$ cat config.mk
export PLATFORM = sky130hd
export DESIGN_NAME = transpose_ctrl
export DESIGN_NICKNAME = d
export VERILOG_FILES = /design/src/rtl/transpose_ctrl.sv
export SDC_FILE = /design/constraint.sdc
export NUM_CORES = 1
export LEC_CHECK = 0
export CAP_MARGIN = 40
export CORE_MARGIN = 1
export CORE_UTILIZATION = 30
export DETAILED_ROUTE_END_ITERATION = 12
export GPL_TIMING_DRIVEN = 0
export MAX_ROUTING_LAYER = met4
export SLEW_MARGIN = 0
export SYNTH_ARGS = -nofsm -noshare
export SYNTH_HDL_FRONTEND = slang
export SYNTH_SLANG_ARGS = --single-unit
$ cat constraint.sdc
create_clock -name clk -period 1.4 [get_ports clk]
set_input_delay 0.35 -clock clk [delete_from_list [all_inputs] [get_ports clk]]
set_output_delay 0.35 -clock clk [all_outputs]
set_load 0.005 [all_outputs]
$ cat src/rtl/transpose_ctrl.sv
// Address/handshake sequencer for a 2x64-word ping-pong transpose memory.
// The producer fills one bank row-major while the consumer streams the other bank out.
module transpose_ctrl (
  input  logic       clk,
  input  logic       reset,
  input  logic       in_valid,
  output logic       in_ready,
  output logic       in_last,
  output logic       wren,
  output logic [6:0] waddr,
  output logic [6:0] raddr,
  output logic       out_valid,
  input  logic       out_ready,
  output logic       out_first,
  output logic       out_last,
  output logic [1:0] full
);

  localparam int         BLK_WORDS = 64;
  localparam logic [5:0] LAST_IDX  = 6'(BLK_WORDS - 1);

  localparam logic [1:0] R_IDLE   = 2'd0;
  localparam logic [1:0] R_STREAM = 2'd1;
  localparam logic [1:0] R_DRAIN  = 2'd2;

  logic [1:0] full_r;
  logic       wbank_r;
  logic [5:0] wcnt_r;
  logic       rbank_r;
  logic [5:0] rcnt_r;
  logic [1:0] state_r;
  logic       out_valid_r;
  logic       out_first_r;
  logic       out_last_r;

  logic       wren_s;
  logic       wr_done_s;
  logic       issue_s;
  logic       stall_s;
  logic       rd_done_s;
  logic [1:0] set_mask_s;
  logic [1:0] clr_mask_s;
  logic [1:0] full_nxt_s;
  logic [5:0] rd_idx_s;

  // Handshake qualifiers, bank-occupancy update and the read index presented to the memory
  always_comb begin
    wren_s     = in_valid & ~full_r[wbank_r];
    wr_done_s  = wren_s & (wcnt_r == LAST_IDX);
    issue_s    = (state_r == R_STREAM) & (~out_valid_r | out_ready);
    stall_s    = out_valid_r & ~out_ready;
    rd_done_s  = (state_r == R_DRAIN) & out_valid_r & out_ready & out_last_r;
    set_mask_s = wr_done_s ? (wbank_r ? 2'b10 : 2'b01) : 2'b00;
    clr_mask_s = rd_done_s ? (rbank_r ? 2'b10 : 2'b01) : 2'b00;
    full_nxt_s = (full_r | set_mask_s) & ~clr_mask_s;
    // A stalled word is re-read from its own address so data-out holds steady
    rd_idx_s   = stall_s ? (rcnt_r - 6'd1) : rcnt_r;
  end

  assign in_ready  = ~full_r[wbank_r];
  assign wren      = wren_s;
  assign in_last   = wr_done_s;
  assign waddr     = {wbank_r, wcnt_r};
  assign raddr     = {rbank_r, rd_idx_s};
  assign out_valid = out_valid_r;
  assign out_first = out_first_r;
  assign out_last  = out_last_r;
  assign full      = full_r;

  // Write-side counter, bank pointer and occupancy flags
  always_ff @(posedge clk) begin
    if (reset) begin
      full_r  <= 2'b00;
      wbank_r <= 1'b0;
      wcnt_r  <= 6'd0;
    end else begin
      full_r <= full_nxt_s;
      if (wren_s) begin
        wcnt_r <= wcnt_r + 6'd1;
        if (wr_done_s) begin
          wbank_r <= ~wbank_r;
        end else begin
          wbank_r <= wbank_r;
        end
      end else begin
        wcnt_r  <= wcnt_r;
        wbank_r <= wbank_r;
      end
    end
  end

  // Read sequencer: a bank is released only once its final word has been consumed
  always_ff @(posedge clk) begin
    if (reset) begin
      state_r <= R_IDLE;
      rbank_r <= 1'b0;
      rcnt_r  <= 6'd0;
    end else begin
      case (state_r)
        R_IDLE: begin
          rcnt_r <= 6'd0;
          if (full_r[rbank_r]) begin
            state_r <= R_STREAM;
          end else begin
            state_r <= R_IDLE;
          end
        end
        R_STREAM: begin
          if (issue_s) begin
            rcnt_r <= rcnt_r + 6'd1;
            if (rcnt_r == LAST_IDX) begin
              state_r <= R_DRAIN;
            end else begin
              state_r <= R_STREAM;
            end
          end else begin
            rcnt_r <= rcnt_r;
          end
        end
        R_DRAIN: begin
          if (rd_done_s) begin
            rbank_r <= ~rbank_r;
            state_r <= R_IDLE;
          end else begin
            state_r <= R_DRAIN;
          end
        end
        default: begin
          state_r <= R_IDLE;
          rcnt_r  <= 6'd0;
        end
      endcase
    end
  end

  // Output-word qualifiers track the address issued one cycle earlier
  always_ff @(posedge clk) begin
    if (reset) begin
      out_valid_r <= 1'b0;
      out_first_r <= 1'b0;
      out_last_r  <= 1'b0;
    end else if (issue_s) begin
      out_valid_r <= 1'b1;
      out_first_r <= (rcnt_r == 6'd0);
      out_last_r  <= (rcnt_r == LAST_IDX);
    end else if (out_ready) begin
      out_valid_r <= 1'b0;
      out_first_r <= 1'b0;
      out_last_r  <= 1'b0;
    end else begin
      out_valid_r <= out_valid_r;
      out_first_r <= out_first_r;
      out_last_r  <= out_last_r;
    end
  end

endmodule

==> metrics.txt <==
# TYPE chip_impl_metric gauge
chip_impl_info{name="synth_largest_area_cell",value="dfxtp_1"} 1
chip_impl_metric{name="cts.clk_slew.worst_paths",unit="ns"} 0.08
chip_impl_metric{name="syn_nets",unit=""} 149
chip_impl_info{name="crit_path_top_delay_cell",value="dfxtp_4"} 1
chip_impl_metric{name="drcViolationCount",unit=""} 0
chip_impl_metric{name="antenna_cells_inserted",unit=""} 0
chip_impl_metric{name="maxCapViolations",unit=""} 0
chip_impl_metric{name="synthCells",unit=""} 141
chip_impl_metric{name="layout.core_utilization",unit="%"} 50.40
chip_impl_info{name="synth_most_common_cell",value="dfxtp_1"} 1
chip_impl_metric{name="number_of_antenna_violations_at_the_first_check_in_global_routing",unit=""} 0
chip_impl_info{name="cell_types_with_the_largest_area_share_after_synthesis",value="dfxtp_1 36%, xnor2_1 6.0%, nand2_1 4.8%"} 1
chip_impl_info{name="violations_in_the_final_reports",value="negative setup slack"} 1
chip_impl_info{name="run_status",value="finished, violations left"} 1
chip_impl_metric{name="cts_num_sinks",unit=""} 21
chip_impl_metric{name="fin_crit",unit="ns"} 1.794
chip_impl_metric{name="post-synth-top-area-fraction",unit="%"} 35.82
chip_impl_metric{name="worst_r2r_path_depth",unit=""} 8
chip_impl_metric{name="slew-limit-headroom",unit="%"} 65.45
chip_impl_info{name="hold_path_end",value="out_first"} 1
chip_impl_metric{name="detailed_route_wire_length_per_cell",unit="um"} 13.61
chip_impl_metric{name="critical_path_arrival",unit="ns"} 1.44
chip_impl_metric{name="first_iter_violations",unit=""} 66
chip_impl_metric{name="post_synth_instance_area",unit="sq um"} 1174
chip_impl_metric{name="cell_depth_of_the_worst_min_delay_path",unit=""} 3
chip_impl_metric{name="drive_above_1_share",unit="%"} 45.60
chip_impl_info{name="grt_setup_unrepaired",value="yes"} 1
chip_impl_metric{name="wp_depth",unit=""} 5
chip_impl_metric{name="postSynthAreaPerCell",unit="sq um"} 8.324
chip_impl_metric{name="worstPathBufferInverterCount",unit=""} 2
chip_impl_metric{name="cell_internal_power_dissipation",unit="mW"} 0.8222
chip_impl_metric{name="dp_hpwl",unit="um"} 1902
chip_impl_metric{name="report.final.setup_viol",unit=""} 13
chip_impl_info{name="critical-path-top-delay-family",value="simple AND/OR/NAND/NOR gates"} 1
chip_impl_metric{name="core.rowCount",unit=""} 22
chip_impl_metric{name="synth_warnings",unit=""} 0
chip_impl_metric{name="timing.critical_path.required",unit="ns"} 1.05
chip_impl_metric{name="dp_worst_setup_slack",unit="ns"} -1.217
chip_impl_info{name="crit_start",value="rcnt_r[0]"} 1
chip_impl_metric{name="power_switching",unit="mW"} 0.2531
chip_impl_info{name="worstPathCellList",value="buf_6, nor4_4, nand2_1, xnor2_1, buf_2"} 1
chip_impl_metric{name="clock_group_share_of_total_power",unit="%"} 38.7
chip_impl_metric{name="first_pass_grt_wire_length",unit="um"} 5513
chip_impl_metric{name="num-nets-final",unit=""} 202
chip_impl_info{name="timing.hold.worst.class",value="primary input to register"} 1
chip_impl_metric{name="synthArstFlopShare",unit="%"} 0
chip_impl_info{name="holdCritStartpoint",value="out_ready"} 1
chip_impl_metric{name="cts.path.max_buffers",unit=""} 2
chip_impl_metric{name="synth-seq-area-share",unit="%"} 35.82
chip_impl_metric{name="power-per-cell-area",unit="nW/um^2"} 574.1
chip_impl_info{name="worstReg2RegStart",value="out_valid"} 1
chip_impl_info{name="worstSetupPathType",value="register to primary output"} 1
chip_impl_metric{name="p_leak",unit="nW"} 0.7969
chip_impl_metric{name="worst_clock_skew",unit="ns"} 0.001247
chip_impl_metric{name="vias_in_the_first_global_route",unit=""} 1210
chip_impl_metric{name="die_area",unit="sq um"} 4166
chip_impl_metric{name="worst_skew_pair.late_latency",unit="ns"} 0.26
chip_impl_metric{name="rrSetupSlack",unit="ns"} -0.19
chip_impl_metric{name="top_level_ports",unit=""} 26
chip_impl_metric{name="filler_cell_count",unit=""} 371
chip_impl_metric{name="detail-route-antenna-nets",unit=""} 0
chip_impl_metric{name="final-max-slew-violation-count",unit=""} 0
chip_impl_info{name="critical_path.reg2reg.endpoint",value="rcnt_r[5]"} 1
chip_impl_info{name="root_buffer",value="clkbuf_8"} 1
chip_impl_metric{name="core_area",unit="sq um"} 3716
chip_impl_metric{name="place.port_buffers",unit=""} 25
chip_impl_metric{name="numCtsBuffers",unit=""} 3
chip_impl_metric{name="critical_path.max_stage_delay",unit="ns"} 0.36
chip_impl_metric{name="combPwrFrac",unit="%"} 5.8
chip_impl_info{name="yosys-top-cells-count",value="21 x dfxtp_1, 15 x nand2_1, 11 x nor2_1"} 1
chip_impl_metric{name="routed_via_density",unit=""} 4.817
chip_impl_metric{name="drt_wl_total",unit="um"} 3279
chip_impl_info{name="timing.critical_path.from_type",value="register"} 1
chip_impl_metric{name="route.vias.total",unit=""} 1161
chip_impl_metric{name="dieWidth",unit="um"} 64.55
chip_impl_metric{name="final_weighted_congestion_of_routability_driven_global_placement",unit=""} 0.7889
chip_impl_metric{name="grt_usage",unit="%"} 17.03
chip_impl_metric{name="crit_fanout",unit=""} 2
chip_impl_metric{name="synth-edff-count",unit=""} 0
chip_impl_metric{name="area.growth.synth_to_final",unit="%"} 59.60
chip_impl_metric{name="hold_buffers",unit=""} 0
chip_impl_info{name="synth_flop_cell",value="dfxtp_1"} 1
chip_impl_metric{name="final_critical_path_setup_slack",unit="ns"} -0.3944
chip_impl_metric{name="initial_util",unit="%"} 31.58
chip_impl_metric{name="min_period_over_period",unit="%"} 128.2
chip_impl_metric{name="post_synth_num_cell_types",unit=""} 33
chip_impl_metric{name="grt_start_max_net_pins",unit=""} 14
chip_impl_metric{name="chipHeight",unit="um"} 64.55
chip_impl_metric{name="ys_seq_elements",unit=""} 21
chip_impl_metric{name="worst_slew_pin_slew",unit="ns"} 0.5183
chip_impl_metric{name="firstDrtPassIters",unit=""} 3
chip_impl_metric{name="power_switching_share",unit="%"} 23.54
chip_impl_info{name="cts_tree",value="done"} 1
chip_impl_metric{name="cts_htree_levels",unit=""} 1
chip_impl_metric{name="grt_remaining_overflow",unit=""} 0
chip_impl_metric{name="peak_supply_drop",unit="mV"} 0.4502
chip_impl_metric{name="share_of_total_power_in_sequential_cells",unit="%"} 55.5
chip_impl_info{name="critPathCaptureType",value="primary output"} 1
chip_impl_metric{name="final_hold_viol_count",unit=""} 0
chip_impl_metric{name="fmax",unit="MHz"} 557.3
-- power by group through the flow --
| stage | clock, mW | combinational, mW | sequential (mW) |
|---|---|---|---|
| finish | 0.416 | 0.0627 | 0.596 |
| global route | 0.450 | 0.0687 | 0.598 |
| CTS | 0.431 | 0.0552 | 0.597 |
| detailed placement | 0 | 0.0560 | 0.623 |
| global placement | 0 | 0.0557 | 0.623 |
| floorplan | 0 | 0.0228 | 0.623 |
-- layout make-up --
class,count,area [sq um],share of cell area (%)
timing repair buffer,51,437.9,23.38
multi-input combinational,101,790.8,42.22
buffer,7,40.04,2.138
sequential,21,456.7,24.38
inverter,9,38.79,2.071
clock inverter,1,7.507,0.4008
clock buffer,3,41.29,2.204
tap,48,60.06,3.206
-- stage by stage --
step / instances / instance area, sq um / setup TNS, ns / hold slack [ns] / power (mW)
final: 241 / 1873 / -2.633 / 0.4575 / 1.075
after global routing: 241 / 1873 / -3.516 / 0.4952 / 1.116
after CTS: 238 / 1769 / -3.082 / 0.4316 / 1.083
after detailed placement: 214 / 1498 / -13.38 / 0.4908 / 0.6792
after global placement: 214 / 1498 / -12.96 / 0.4781 / 0.6787
after floorplan: 141 / 1187 / -0.02452 / 0.4235 / 0.6457
-- per-layer routing --
metal  vias to the layer above  global-route usage, %  share of wire [%]
met3                         3                  3.873                4.2
met4                         0                  2.778               0.21
met5                         -                      -                  0
met1                       546                  19.32                 44
li1                        587                      -                  -
met2                        25                  30.79                 51
-- cells by family (layout without fill, tap and decap cells) --
kind of cell | count (synthesis) | count (layout) | synth area share [%]
muxes | 2 | 2 | 2.238
DFF | 21 | 21 | 35.82
and+or+nand+nor | 58 | 58 | 27.18
xor gates and xnor gates | 13 | 13 | 9.702
AOI/OAI and AO/OA | 24 | 24 | 13.54
adders and majority gates | 4 | 4 | 4.265
buffers and inverters | 19 | 71 | 7.248
-- worst min-delay path: stages --
cell,delay (ns)
buf_2,0.15
nand3b_1,0.12
a21oi_1,0.06
-- cells in the final DEF, fill, tap and decap left out, types with 4 or more instances in the layout --
| cell | instances |
|---|---|
| nand2_1 | 11 |
| inv_1 | 6 |
| dlygate4sd2_1 | 12 |
| nand3_1 | 5 |
| dfxtp_1 | 6 |
| xor2_1 | 5 |
| and3_1 | 4 |
| xnor2_1 | 6 |
| a211oi_1 | 4 |
| nor2_1 | 11 |
| dfxtp_2 | 8 |
| buf_2 | 10 |
| buf_4 | 16 |
| a21oi_1 | 9 |
| buf_6 | 12 |
| dfxtp_4 | 7 |
-- state kept, by name, summed over array words and instances (netlist names) --
register,cells
full,2
out_first,1
out_last,1
out_valid,1
rbank_r,1
rcnt_r,6
state_r,2
wbank_r,1
wcnt_r,6
-- how the worst max path moves through the flow --
stage | to | slack [ns]
floorplan | raddr[5] | -0.02
CTS | raddr[5] | -0.48
global route | raddr[5] | -0.47
finish | raddr[5] | -0.39
detailed placement | raddr[5] | -1.22
global placement | raddr[5] | -1.14
-- what timing repair did --
| item | in CTS | in global routing |
|---|---|---|
| pin swaps | 10 | 13 |
| setup endpoints to repair | 32 | 20 |
| hold endpoints to repair | 0 | 0 |
| resized for setup | 110 | 27 |
| buffers inserted | 21 | 7 |
Note: power is estimated with default switching activity, not from simulation.
